### src/rtl/cpu8_bus_ctrl.sv
// Memory/IO subsystem behind the 8-bit CPU bus: 112 B RAM, 128 B programmable ROM and an
// I/O page with an output byte FIFO, an input byte latch, sticky overflow status and a tick counter.
module cpu8_bus_ctrl #(
    parameter int FIFO_DEPTH = 4,
    parameter int TICK_DIV   = 1
) (
    input  logic       clk,
    input  logic       reset,
    input  logic [7:0] cpu_address,
    input  logic [7:0] cpu_wdata,
    input  logic       cpu_write,
    output logic [7:0] cpu_rdata,
    input  logic       prog_we,
    input  logic [6:0] prog_addr,
    input  logic [7:0] prog_data,
    output logic [7:0] out_data,
    output logic       out_valid,
    input  logic       out_ready,
    input  logic [7:0] in_data,
    input  logic       in_valid,
    output logic       in_ready
);

    localparam int AW = $clog2(FIFO_DEPTH);
    localparam int PW = (TICK_DIV > 1) ? $clog2(TICK_DIV) : 1;
    localparam logic [AW:0]   CNT_FULL  = (AW+1)'(FIFO_DEPTH);
    localparam logic [PW-1:0] PRESC_TOP = PW'(TICK_DIV - 1);

    localparam logic [7:0] A_OUT    = 8'h70;
    localparam logic [7:0] A_STATUS = 8'h71;
    localparam logic [7:0] A_IN     = 8'h72;
    localparam logic [7:0] A_TICK   = 8'h73;

    logic [7:0] ram_mem  [0:111];
    logic [7:0] rom_mem  [0:127];
    logic [7:0] fifo_mem [0:FIFO_DEPTH-1];

    logic [7:0]    prev_addr_q, prev_addr_d;
    logic [7:0]    in_byte_q, in_byte_d;
    logic          in_full_q, in_full_d;
    logic          ovf_q, ovf_d;
    logic [AW-1:0] wr_ptr_q, wr_ptr_d;
    logic [AW-1:0] rd_ptr_q, rd_ptr_d;
    logic [AW:0]   count_q, count_d;
    logic [PW-1:0] presc_q, presc_d;
    logic [7:0]    tick_q, tick_d;

    logic       is_ram;
    logic       is_io;
    logic       access_edge;
    logic       fifo_empty;
    logic       fifo_full;
    logic       push_req;
    logic       push;
    logic       pop;
    logic       drop;
    logic [7:0] status;

    assign is_ram      = (cpu_address < A_OUT);
    assign is_io       = (cpu_address[7:4] == 4'h7);
    // Read side effects fire once per address change, never on a held address or a write.
    assign access_edge = (cpu_address != prev_addr_q) && !cpu_write;

    assign fifo_empty = (count_q == '0);
    assign fifo_full  = (count_q == CNT_FULL);
    assign out_valid  = !fifo_empty;
    assign out_data   = fifo_mem[rd_ptr_q];
    assign in_ready   = !in_full_q;

    assign pop      = out_valid && out_ready;
    assign push_req = cpu_write && (cpu_address == A_OUT);
    // A pop in the same cycle frees the slot, so a push into a full FIFO still lands.
    assign push     = push_req && (!fifo_full || pop);
    assign drop     = push_req && fifo_full && !pop;

    assign status = {4'b0000, in_full_q, ovf_q, fifo_full, fifo_empty};

    always_comb begin
        prev_addr_d = cpu_address;
        in_byte_d   = in_byte_q;
        in_full_d   = in_full_q;
        ovf_d       = ovf_q;
        wr_ptr_d    = wr_ptr_q;
        rd_ptr_d    = rd_ptr_q;
        count_d     = count_q;
        presc_d     = presc_q;
        tick_d      = tick_q;

        if (push) begin
            wr_ptr_d = wr_ptr_q + 1'b1;
        end
        if (pop) begin
            rd_ptr_d = rd_ptr_q + 1'b1;
        end
        if (push && !pop) begin
            count_d = count_q + 1'b1;
        end else if (pop && !push) begin
            count_d = count_q - 1'b1;
        end

        if (drop) begin
            ovf_d = 1'b1;
        end else if (cpu_write && (cpu_address == A_STATUS)) begin
            ovf_d = 1'b0;
        end

        if (in_valid && in_ready) begin
            in_full_d = 1'b1;
            in_byte_d = in_data;
        end else if (access_edge && (cpu_address == A_IN) && in_full_q) begin
            in_full_d = 1'b0;
        end

        if (presc_q == PRESC_TOP) begin
            presc_d = '0;
            tick_d  = tick_q + 8'd1;
        end else begin
            presc_d = presc_q + 1'b1;
        end
    end

    always_ff @(posedge clk) begin
        if (reset) begin
            prev_addr_q <= 8'h00;
            in_byte_q   <= 8'h00;
            in_full_q   <= 1'b0;
            ovf_q       <= 1'b0;
            wr_ptr_q    <= '0;
            rd_ptr_q    <= '0;
            count_q     <= '0;
            presc_q     <= '0;
            tick_q      <= 8'h00;
        end else begin
            prev_addr_q <= prev_addr_d;
            in_byte_q   <= in_byte_d;
            in_full_q   <= in_full_d;
            ovf_q       <= ovf_d;
            wr_ptr_q    <= wr_ptr_d;
            rd_ptr_q    <= rd_ptr_d;
            count_q     <= count_d;
            presc_q     <= presc_d;
            tick_q      <= tick_d;
        end
    end

    // Storage arrays are never reset; the ROM program port stays live during reset.
    always_ff @(posedge clk) begin
        if (cpu_write && is_ram) begin
            ram_mem[cpu_address[6:0]] <= cpu_wdata;
        end
        if (push) begin
            fifo_mem[wr_ptr_q] <= cpu_wdata;
        end
        if (prog_we) begin
            rom_mem[prog_addr] <= prog_data;
        end
    end

    always_comb begin
        cpu_rdata = 8'h00;
        if (cpu_address[7]) begin
            cpu_rdata = rom_mem[cpu_address[6:0]];
        end else if (is_io) begin
            case (cpu_address)
                A_STATUS: cpu_rdata = status;
                A_IN:     cpu_rdata = in_byte_q;
                A_TICK:   cpu_rdata = tick_q;
                default:  cpu_rdata = 8'h00;
            endcase
        end else begin
            cpu_rdata = ram_mem[cpu_address[6:0]];
        end
    end

endmodule
### config.mk
export PLATFORM = sky130hd
export DESIGN_NAME = cpu8_bus_ctrl
export DESIGN_NICKNAME = d
export VERILOG_FILES = /design/src/rtl/cpu8_bus_ctrl.sv
export SDC_FILE = /design/constraint.sdc
export NUM_CORES = 2
export LEC_CHECK = 0
export BUFFER_PORTS_ARGS = -buffer_cell sky130_fd_sc_hd__buf_2
export CORE_MARGIN = 1
export CORE_UTILIZATION = 50
export DETAILED_ROUTE_END_ITERATION = 6
export PLACE_DENSITY = 0.65
export SLEW_MARGIN = 0
export SYNTH_ARGS = -nofsm -noshare
export SYNTH_HDL_FRONTEND = slang
export SYNTH_SLANG_ARGS = --single-unit
### constraint.sdc
create_clock -name clk -period 4 [get_ports clk]
set_input_delay 0.4 -clock clk [delete_from_list [all_inputs] [get_ports clk]]
set_output_delay 0.4 -clock clk [all_outputs]
set_load 0.02 [all_outputs]
==> impl_metrics.csv <==
group,metric,value,unit
outcome,status,"finished with violations",
outcome,violations,"DRC, setup timing",
yosys,ys_async_sr_fraction,0,
drt,viasPerCell,6.69,
floorplanning,die_y,392,um
clock_network,clk_transition_reported_paths,0.06,ns
place,dp_hpwl,152000,um
yosys,ys_ff_latch,1988,
job,cap_viol_max_count,0,
place,preCtsSetupSlack,-0.342,ns
timing,clock_skew,0.0128,ns
global_route,grt_max_degree,129,
power,cellPowerDensity,494,nW/um^2
yosys,syn_area,76100,um^2
critical_path,crit_path_end_kind,"output pin",
timing,maxSlewViolCount,0,
yosys,ys_types,81,
global_route,track_usage,0.309,
global_route,met2_usage,0.478,
final_layout,ff_latch_area,59300,um^2
drt,drtAntennaViolNets,0,
power,vdd_drop_max,0.429,mV
power,p_leak,28.2,nW
drt,drtIter0Drc,7525,
floorplanning,core_area,150000,um^2
floorplanning,fp.dieW,392,um
timing,rsz0062_at_grt,"true",
place,routabilityCongestion,0.944,
clock_network,cts_buffers,188,
timing,fin_crit_sh,1.02,
yosys,yosysWarnings,0,
floorplanning,die_area,154000,um^2
timing,tightest_slew,1.17,ns
place,io_buffer_count,62,
clock_network,clk_latency,0.82,ns
min_path,hold_path.class,"in2reg",
critical_path,worst-setup-path-type,"in2out",
clock_network,htree_levels,4,
yosys,avgSynthCellArea,17.0,um^2
yosys,syn_nets,4525,
global_route,overflow,0,
floorplanning,io_pins,63,
global_route,grt-busiest-layer,"met2",
critical_path,crit_arrival,3.66,ns
timing,fin_ws,-0.0648,ns
timing,setup_viol,6,
yosys,synth_edf_count,1952,
final_layout,fin_nets,4930,
place,place_inst,6693,
yosys,netlist_instances,4473,
clock_network,clockBufferDepth,3,
final_layout,final_util,0.586,
drt,first_pass_iters,7,
critical_path,start_kind,"primary input",
clock_network,cts_setup_buffers,0,
final_layout,n_fill_cell,11300,
drt,drt_wl_total,240000,um
global_route,antenna_found_initial,4,
drt,drc,2,
clock_network,cts_tree,"built",
final_layout,drive_gt1_frac,0.197,
final_layout,fin_cells,7055,
critical_path,required,3.60,ns
yosys,ys_seq_area_frac,0.779,
global_route,grt_pass1_wl,335000,um
clock_network,root_buffer,"clkbuf_16",
final_layout,multiInputGateArea,15500,um^2
final_layout,synthToLayoutAreaGrowth,15.8,%
global_route,grt_use_met3,0.0693,
floorplanning,initial_core_util,0.506,
global_route,grt_pass1_vias,44700,
drt,vias,47200,
yosys,synth_ff_type,"edfxtp_1",
global_route,met1_usage,0.425,
timing,hold_viol,0,
critical_path,critPathMaxFanout,30,
drt,wl_per_cell,34.0,um
timing,fmax,246,MHz
clock_network,cts_sinks,1988,
floorplanning,num_rows,142,
timing,period_needed,4.06,ns
timing,relSlewSlack,0.219,
## path summary, 6_finish.rpt
| path | startpoint | endpoint | slack (ns) | cells after the start |
|---|---|---|---|---|
| worst max register to register | count_q[0]$_SDFFE_PP0P_ | count_q[2]$_SDFFE_PP0P_ | 1.72 | 8 |
| worst max-delay path | cpu_address[0] | cpu_rdata[0] | -0.06 | 12 |
| worst min-delay path | cpu_address[7] | prev_addr_q[7]$_SDFF_PP0_ | 0.07 | 3 |
| worst min register to register | in_byte_q[1]$_SDFFE_PP0P_ | in_byte_q[1]$_SDFFE_PP0P_ | 0.51 | 2 |
## layout by cell type, fill, tap and decap left out, types with 33 or more instances in the layout
master     Yosys  routed
a21oi_1      118     117
a22oi_1      361     361
nand3_1       40      40
a22o_1        91      91
a31oi_1       59      55
mux2i_1      102     102
a221oi_1     199     196
dfxtp_1       36      36
o211ai_1      33      33
clkbuf_1     114      44
o21ai_0       95      94
edfxtp_1    1952    1952
buf_12         0      58
nor2_1       342     339
nand2_1      157     156
nand4_1       43      43
mux2_2       133     133
buf_2        141      40
clkbuf_16      0     190
clkinv_1       0      43
buf_4         19     422
## what timing repair did
| item | in CTS | in global routing |
|---|---|---|
| endpoints found under the setup margin | 7 | 6 |
| hold buffers | 12 | 0 |
| hold endpoints to repair | 14 | 0 |
| pin swaps | 3 | 8 |
| gates resized for setup | 27 | 14 |
## kinds of logic (layout without fill, tap and decap cells)
logic type | count (synthesis) | after routing | synth area share
AO/OA/AOI/OAI | 1136 | 1136 | 0.112
XOR/XNOR | 20 | 20 | 0.00230
adder cells (fa/ha/maj) | 7 | 7 | 0.00125
buffers and inverters | 332 | 897 | 0.0210
flip-flops | 1988 | 1988 | 0.779
multiplexers | 253 | 253 | 0.0384
other | 1 | 2 | 0.0000492
AND/OR/NAND/NOR | 736 | 736 | 0.0457
## critical path: stages
cell	delay [ns]
buf_12	0.19
buf_4	0.26
nor2b_4	0.20
buf_12	0.34
a22oi_1	0.17
o22ai_1	0.23
o21ai_0	0.29
buf_4	0.28
a21oi_1	0.41
o41ai_2	0.20
a32oi_1	0.38
buf_2	0.25
## through the flow
step / instance area, um^2 / hold WS (ns) / TNS, ns / power [mW]
after floorplan: 76100 / 0.432 / 0 / 24.6
after global placement: 81800 / 0.458 / -1.73 / 26.1
after detailed placement: 81800 / 0.469 / -1.53 / 26.1
after CTS: 88100 / 0.0307 / -0.00233 / 43.6
after global routing: 88200 / 0.0424 / -0.0999 / 44.4
final: 88200 / 0.0742 / -0.186 / 43.6
## power by group
part / total, mW / switching (mW) / internal (mW)
clock network: 17.9 / 7.79 / 10.1
registers: 23.0 / 0.0507 / 23.0
logic: 2.76 / 1.91 / 0.847
total: 43.6 / 9.75 / 33.9
## cells in the mapped netlist (10+ instances only)
| library cell | number | share of area |
|---|---|---|
| inv_1 | 10 | 0.00049 |
| dfxtp_1 | 36 | 0.0095 |
| nor2b_1 | 23 | 0.0019 |
| o21ai_0 | 95 | 0.0062 |
| mux2_2 | 133 | 0.020 |
| buf_1 | 32 | 0.0016 |
| nand3_1 | 40 | 0.0026 |
| nor4_1 | 13 | 0.0011 |
| a31oi_1 | 59 | 0.0048 |
| a22o_1 | 91 | 0.010 |
| nor3_1 | 13 | 0.00085 |
| a21oi_1 | 118 | 0.0078 |
| and3_1 | 12 | 0.00099 |
| a222oi_1 | 14 | 0.0018 |
| o211ai_1 | 33 | 0.0033 |
| and2_1 | 10 | 0.00082 |
| mux4_2 | 18 | 0.0053 |
| nand2_1 | 157 | 0.0077 |
| and4_1 | 17 | 0.0020 |
| o2bb2ai_1 | 14 | 0.0016 |
| a41oi_1 | 18 | 0.0021 |
| a22oi_1 | 361 | 0.036 |
| and4b_1 | 10 | 0.0013 |
| nor2_1 | 342 | 0.017 |
| buf_4 | 19 | 0.0019 |
| o2111ai_1 | 11 | 0.0013 |
| mux2i_1 | 102 | 0.013 |
| a221oi_1 | 199 | 0.023 |
| buf_6 | 14 | 0.0021 |
| clkbuf_1 | 114 | 0.0056 |
| nand4_1 | 43 | 0.0035 |
| xor2_1 | 17 | 0.0020 |
| edfxtp_1 | 1952 | 0.77 |
| buf_2 | 141 | 0.0093 |
| a221o_1 | 29 | 0.0038 |
| a211oi_1 | 16 | 0.0016 |
## state kept, by name, indices dropped and copies added, names as in the netlist, named ones only
| signal | count |
|---|---|
| fifo_mem | 32 |
| in_byte_q | 8 |
| tick_q | 8 |
| presc_q | 1 |
| in_full_q | 1 |
| rd_ptr_q | 2 |
| prev_addr_q | 8 |
| count_q | 3 |
| ovf_q | 1 |
| ram_mem | 896 |
| wr_ptr_q | 2 |
| rom_mem | 1024 |
## cell type report
class,count,area share
Tap cell,2016,0.0286
Sequential cell,1988,0.673
Timing Repair Buffer,535,0.0532
Clock buffer,239,0.0565
Clock inverter,111,0.0126
Antenna cell,1,0.0000284
Multi-Input combinational cell,2153,0.176
Inverter,12,0.000567
## layer usage
layer | routed length (um) | share of wire
met5 | 41 | 0.00017
met4 | 11200 | 0.047
met3 | 30000 | 0.12
met2 | 110000 | 0.46
met1 | 89100 | 0.37
Power figures use the tool's default switching activity.
